`src/rtl/blake_g_inverse_piped.sv`:
```
// rtl/blake_g_inverse_piped.sv - four-stage pipelined inverse of the BLAKE-256 G function
//
// Recovers the G inputs (a,b,c,d) from the G outputs (a',b',c',d') and the two
// pre-XORed message terms. One item per clock, valid/ready handshake, with a
// sideband tag carried in lockstep with its item.
//
// Ports:
//   clk, rstn                     clock, synchronous active-low reset
//   in_valid / in_ready           input handshake
//   a_in, b_in, c_in, d_in        G outputs a',b',c',d'
//   msg_i, msg_ip                 first / second message terms
//   tag_in                        sideband tag
//   out_valid / out_ready         output handshake
//   a_out, b_out, c_out, d_out    recovered G inputs a,b,c,d
//   tag_out                       tag of the item on the output
module blake_g_inverse_piped #(
  parameter int W     = 32,
  parameter int ROT_A = 16,
  parameter int ROT_B = 12,
  parameter int ROT_C = 8,
  parameter int ROT_D = 7,
  parameter int TAG_W = 8
) (
  input  logic             clk,
  input  logic             rstn,
  input  logic             in_valid,
  output logic             in_ready,
  input  logic [W-1:0]     a_in,
  input  logic [W-1:0]     b_in,
  input  logic [W-1:0]     c_in,
  input  logic [W-1:0]     d_in,
  input  logic [W-1:0]     msg_i,
  input  logic [W-1:0]     msg_ip,
  input  logic [TAG_W-1:0] tag_in,
  output logic             out_valid,
  input  logic             out_ready,
  output logic [W-1:0]     a_out,
  output logic [W-1:0]     b_out,
  output logic [W-1:0]     c_out,
  output logic [W-1:0]     d_out,
  output logic [TAG_W-1:0] tag_out
);

  function automatic logic [W-1:0] rotl(input logic [W-1:0] x, input int n);
    return (x << n) | (x >> (W - n));
  endfunction

  // The whole pipe advances as one unit; a stalled output freezes every stage,
  // so bubbles stay where they are.
  logic en;
  assign en       = !out_valid || out_ready;
  assign in_ready = en;

  // Stage 1: undo the second half-round on b, c, d.
  logic             v1;
  logic [W-1:0]     a1_r, b1_r, c1_r, d1_r, mi1_r, mip1_r;
  logic [TAG_W-1:0] tag1_r;

  // Stage 2: undo the second addition into a.
  logic             v2;
  logic [W-1:0]     a2_r, b2_r, c2_r, d2_r, mi2_r;
  logic [TAG_W-1:0] tag2_r;

  // Stage 3: undo the first half-round on b, c, d.
  logic             v3;
  logic [W-1:0]     a3_r, b3_r, c3_r, d3_r, mi3_r;
  logic [TAG_W-1:0] tag3_r;

  // Stage 4: undo the first addition into a; drives the outputs directly.
  logic             v4;
  logic [W-1:0]     a4_r, b4_r, c4_r, d4_r;
  logic [TAG_W-1:0] tag4_r;

  always_ff @(posedge clk) begin
    if (!rstn) begin
      v1 <= 1'b0; v2 <= 1'b0; v3 <= 1'b0; v4 <= 1'b0;
      a1_r <= '0; b1_r <= '0; c1_r <= '0; d1_r <= '0; mi1_r <= '0; mip1_r <= '0; tag1_r <= '0;
      a2_r <= '0; b2_r <= '0; c2_r <= '0; d2_r <= '0; mi2_r <= '0; tag2_r <= '0;
      a3_r <= '0; b3_r <= '0; c3_r <= '0; d3_r <= '0; mi3_r <= '0; tag3_r <= '0;
      a4_r <= '0; b4_r <= '0; c4_r <= '0; d4_r <= '0; tag4_r <= '0;
    end else if (en) begin
      v1     <= in_valid;
      a1_r   <= a_in;
      b1_r   <= rotl(b_in, ROT_D) ^ c_in;
      c1_r   <= c_in - d_in;
      d1_r   <= rotl(d_in, ROT_C) ^ a_in;
      mi1_r  <= msg_i;
      mip1_r <= msg_ip;
      tag1_r <= tag_in;

      v2     <= v1;
      a2_r   <= a1_r - b1_r - mip1_r;
      b2_r   <= b1_r;
      c2_r   <= c1_r;
      d2_r   <= d1_r;
      mi2_r  <= mi1_r;
      tag2_r <= tag1_r;

      v3     <= v2;
      a3_r   <= a2_r;
      b3_r   <= rotl(b2_r, ROT_B) ^ c2_r;
      c3_r   <= c2_r - d2_r;
      d3_r   <= rotl(d2_r, ROT_A) ^ a2_r;
      mi3_r  <= mi2_r;
      tag3_r <= tag2_r;

      v4     <= v3;
      a4_r   <= a3_r - b3_r - mi3_r;
      b4_r   <= b3_r;
      c4_r   <= c3_r;
      d4_r   <= d3_r;
      tag4_r <= tag3_r;
    end
  end

  assign out_valid = v4;
  assign a_out     = a4_r;
  assign b_out     = b4_r;
  assign c_out     = c4_r;
  assign d_out     = d4_r;
  assign tag_out   = tag4_r;

endmodule

```
`config.mk`:
```
export PLATFORM = sky130hd
export DESIGN_NAME = blake_g_inverse_piped
export DESIGN_NICKNAME = d
export VERILOG_FILES = /design/src/rtl/blake_g_inverse_piped.sv
export SDC_FILE = /design/constraint.sdc
export NUM_CORES = 2
export LEC_CHECK = 0
export ABC_CLOCK_PERIOD_IN_PS = 3300
export BUFFER_PORTS_ARGS = -buffer_cell sky130_fd_sc_hd__clkbuf_2
export CAP_MARGIN = 20
export CORE_UTILIZATION = 59
export CTS_CLUSTER_DIAMETER = 200
export CTS_CLUSTER_SIZE = 14
export DETAILED_ROUTE_END_ITERATION = 16
export GPL_ROUTABILITY_DRIVEN = 0
export PLACE_DENSITY = 0.8
export SYNTH_ARGS = -nofsm -noshare
export SYNTH_HDL_FRONTEND = slang
export SYNTH_SLANG_ARGS = --single-unit
```
`constraint.sdc`:
```
create_clock -name clk -period 3.3 [get_ports clk]
set_input_delay 0.165 -clock clk [delete_from_list [all_inputs] [get_ports clk]]
set_output_delay 0.165 -clock clk [all_outputs]
set_load 0.02 [all_outputs]
```
# [Word level (Yosys, flattened, before mapping)]
# Cells that the tools add are included.
[word_totals] register_bits=676 output_inout_bits=138 word_cells=44
[classes] n_addsub=6 bitwise=8 reduce_logical=2
[ops] op="$sub A32 B32 Y32" count=6
[ops] op="$xor A32 B32 Y32" count=4
[ops] op="$or A32 B12 Y32" count=1
[ops] op="$or A32 B16 Y32" count=1
[ops] op="$or A32 B7 Y32" count=1
[ops] op="$or A32 B8 Y32" count=1
[ops] op="$logic_not A1 Y1" count=1
[ops] op="$logic_or A1 B1 Y1" count=1

# [Logic depth before layout (Yosys ltp)]
[logic_depth] depth_word=2 depth_mapped=13 ltp_nobuf=13

# [Least setup slack after synthesis]
# Ideal clock, no wire load.
[synth_timing] kind="register -> register" from="register b3_r[9]" to="register a4_r[30], in the netlist a_out[30]" arrival_time_ns=2.938 required_time_ns=3.183 path_slack_ns=0.245 path_stages_with_launch=13 synth_period_minus_slack_ns=3.055 cell_sequence="dfxtp_1 -> inv_1 -> fa_1 -> ha_1 -> a21o_1 -> a21oi_1 -> nor2b_1 -> o41ai_4 -> nand4b_1 -> a211o_1 -> and3_1 -> or3_1 -> a32o_1"
[synth_between] elab_chain_len=2
[synth_lines] element="start: declaration" line_no="66" source="logic [W-1:0] a3_r, b3_r, c3_r, d3_r, mi3_r;"
[synth_lines] element="start signal: assignment" line_no="101" source="b3_r <= rotl(b2_r, ROT_B) ^ c2_r;"
[synth_lines] element="$sub A32 B32 Y32 (2 in a row)" line_no="108" source="a4_r <= a3_r - b3_r - mi3_r;"
[synth_lines] element="end signal: assignment" line_no="108"
[synth_lines] element="end: declaration" line_no="71" source="logic [W-1:0] a4_r, b4_r, c4_r, d4_r;"
# Every way passes these cells.
# A chain may end at the register's enable or synchronous reset.

# [Final worst setup path]
# Ends and elaborated chain as after synthesis.

==> impl_metrics.sql <==
INSERT INTO impl_metrics (metric_group, metric, value, unit) VALUES
('detailed_routing', 'detailedRoute.firstIterationViolations', '3608', ''),
('global_route', 'grt.overflow.total', '0', ''),
('synthesis', 'synth.net_count', '4420', ''),
('placement', 'dp_slack', '-0.09305', 'ns'),
('detailed_routing', 'num_vias', '29851', ''),
('synthesis', 'syn-instance-count', '4024', ''),
('timing', 'clock-skew-final', '0.03178', 'ns'),
('worst_setup_path', 'crit_arrival', '3.81', 'ns'),
('layout', 'final_util', '69.54', '%'),
('job', 'cap_viol_max_count', '0', ''),
('timing', 'post-route-period-util', '99.48', '%'),
('clocking', 'clk_sink_count', '676', ''),
('worst_setup_path', 'critical_path.reg2reg.endpoint', 'a_out[30]', ''),
('global_route', 'grt_start_max_net_pins', '185', ''),
('timing', 'fmax', '304.6', 'MHz'),
('timing', 'final_report_hold_violation_count', '0', ''),
('worst_setup_path', 'critPathRequiredTime', '3.83', 'ns'),
('worst_setup_path', 'timing.critical_path.to_type', 'flop', ''),
('synthesis', 'ys_top_cells_by_count', '1029 x nand2_1, 676 x dfxtp_1, 589 x a21oi_1', ''),
('timing', 'setup_repair_after_global_routing_missed_its_margin', 'yes', ''),
('detailed_routing', 'drtAntennaViolNets', '0', ''),
('synthesis', 'avgSynthCellArea', '8.002', 'µm²'),
('die', 'fp.dieArea', '0.05552', 'mm²'),
('hold_path', 'hold_class', 'in2reg', ''),
('detailed_routing', 'drt_pre_antenna_iters', '8', ''),
('synthesis', 'most_instantiated_library_cell_after_synthesis', 'nand2_1', ''),
('hold_path', 'min_to', 'b1_r[5]', ''),
('timing', 'worst_hold_slack', '0.03621', 'ns'),
('global_route', 'grt.total_usage', '36.17', '%'),
('synthesis', 'synth_top_area_share', '42.03', '%'),
('hold_path', 'hold_path_startpoint', 'c_in[5]', ''),
('synthesis', 'netlist_area', '0.03220', 'mm²'),
('die', 'core.rowCount', '85', ''),
('die', 'horizontal_die_dimension', '235.6', 'µm'),
('clocking', 'cts_inserted_buffers', '54', ''),
('synthesis', 'synth.top_cells.by_area', 'dfxtp_1 42%, nand2_1 12%, a21oi_1 9.2%', ''),
('global_route', 'antenna_found_initial', '0', ''),
('layout', 'stdcell_count', '5091', ''),
('global_route', 'first_global_vias', '27122', ''),
('layout', 'final_layout_size_suffix_gt1_share', '11.26', '%'),
('placement', 'buffer_ports.inserted', '341', ''),
('die', 'die-height', '235.6', 'µm'),
('synthesis', 'synth-edff-count', '0', ''),
('worst_setup_path', 'crit_path_max_fanout', '4', ''),
('detailed_routing', 'post_drt_via_cell_ratio', '5.863', ''),
('timing', 'number_of_endpoints_failing_setup_at_the_final_stage', '0', ''),
('outcome', 'outcome', 'complete, no violations', ''),
('synthesis', 'synth-seq-area-share', '42.03', '%'),
('clocking', 'clk_root_buffer_cell', 'clkbuf_16', ''),
('power', 'power_density', '632.1', 'mW/mm²'),
('timing', 'final_period_minus_worst_setup_slack', '3.283', 'ns'),
('die', 'initial_utilization', '59.72', '%'),
('detailed_routing', 'wire_per_inst', '20.22', 'µm'),
('worst_setup_path', 'timing.rr.start', 'b3_r[9]', ''),
('layout', 'diodes_inserted', '0', ''),
('synthesis', 'synth-seq-cells', '676', ''),
('die', 'fp.coreArea', '0.05392', 'mm²'),
('power', 'vdd_drop_max', '0.4174', 'mV'),
('synthesis', 'ys_async_sr_fraction', '0', '%'),
('timing', 'max-slew-margin-rel', '35.01', '%'),
('detailed_routing', 'drc', '0', ''),
('detailed_routing', 'total_routed_wirelength', '102900', 'µm'),
('worst_setup_path', 'worstSetupPathType', 'reg2reg', ''),
('timing', 'timing_max_transition_violations_final', '0', ''),
('clocking', 'cts.reportedPaths.clkPinSlew', '0.08', 'ns'),
('clocking', 'cts_tree', 'done', ''),
('worst_setup_path', 'worst-r2r-setup-slack', '0.02', 'ns'),
('worst_setup_path', 'critPathLaunchType', 'flop', ''),
('synthesis', 'yosys_warnings', '0', ''),
('timing', 'setup_slack', '0.01728', 'ns'),
('die', 'floorplan.io_pins', '342', '');
-- final cells by class --
type | instances | area, µm²
well taps | 696 | 870.8
multi-input cells | 2876 | 16980
fillers | 4276 | 16420
flip-flops and latches | 676 | 13540
inverters | 238 | 908.4
clock buffers | 55 | 1376
repair buffers | 548 | 3811
clock inverters | 2 | 20.02
-- flip-flops by register name, summed over array words and instances, names as in the netlist, 32 cells and up --
name    count
b_out      32
c3_r       32
d_out      32
a_out      32
c1_r       32
b3_r       32
c2_r       32
b2_r       32
mi2_r      32
b1_r       32
mi3_r      32
d2_r       32
a1_r       32
c_out      32
d1_r       32
mi1_r      32
d3_r       32
a2_r       32
mip1_r     32
a3_r       32
-- layer usage --
layer | part of all wire, % | GRT usage (%) | vias up
met2 | 42 | 52.44 | 1669
li1 | - | - | 14116
met1 | 41 | 50.92 | 13793
met5 | 0 | 0 | -
met3 | 10 | 6.215 | 273
met4 | 6.6 | 20.28 | 0
-- logic make-up after synthesis --
family	synth area share [%]
buffers and inverters	5.564
flip-flops	42.03
adder cells (fa/ha/maj)	8.952
multiplexers	0.03109
AO/OA/AOI/OAI	20.05
XOR/XNOR	6.093
AND/OR/NAND/NOR	17.28
-- through the flow --
step / total power, µW / area, µm² / TNS [ns]
after detailed placement: 17450 / 34380 / -0.09305
after global routing: 24690 / 37500 / -0.1875
after CTS: 23330 / 37380 / 0
final: 23700 / 37500 / 0
after floorplan: 15000 / 32200 / 0
after global placement: 17310 / 34380 / 0
-- where the power goes --
| part | switching [µW] | total (µW) | leakage [µW] | internal [µW] |
|---|---|---|---|---|
| logic | 4630 | 7840 | 0.00975 | 3210 |
| clock network | 2870 | 5800 | 0.000688 | 2930 |
| registers | 860 | 10100 | 0.00558 | 9200 |
-- worst max-delay path, cell delays in order (launching register included) --
cell and delay [ns]:
dfxtp_2 0.33, inv_1 0.06, fa_1 0.54, ha_4 0.23, a21o_1 0.18, a21oi_4 0.14
nor2b_4 0.07, o41ai_4 0.32, nand4b_1 0.22, a211o_1 0.38, and3_4 0.20, or3_1 0.31
a32o_1 0.22
-- cells in the final DEF, fill, tap and decap left out, types with 7 or more instances in the layout --
cell           instances
nand2_1             1029
dfxtp_1              673
a21oi_1              585
clkbuf_2             341
inv_1                235
nor2_1               200
a211oi_1             162
dlygate4sd3_1        160
xnor2_1              131
ha_1                 125
o21ai_0               97
xor2_1                93
a21o_1                69
fa_1                  64
clkbuf_16             55
nand3_1               37
buf_4                 35
o21a_1                22
o21bai_1              20
and3_1                18
nor3_1                15
nor2b_1               14
a31oi_1               14
or3_1                 14
nand4_1               12
buf_12                12
o211ai_1              11
a211o_1                9
o31ai_1                8
a21boi_0               7
a32o_1                 7
nand2b_1               7
-- what timing repair did --
item,in CTS,in global routing
pin swaps,2,10
endpoints found under the setup margin,2,11
buffers inserted,0,4
gates resized for setup,2,20
hold buffers,160,0
hold endpoints to repair,150,0
-- worst max-delay path by stage --
stage | from | endpoint
4_1_cts | b3_r[9] | a_out[30]
3_3_place_gp | b3_r[2] | a_out[30]
2_1_floorplan | b3_r[9] | a_out[30]
3_5_place_dp | b3_r[2] | a_out[30]
5_1_grt | mi3_r[9] | a_out[30]
6_report | b3_r[9] | a_out[30]
Power figures use the tool's default switching activity.
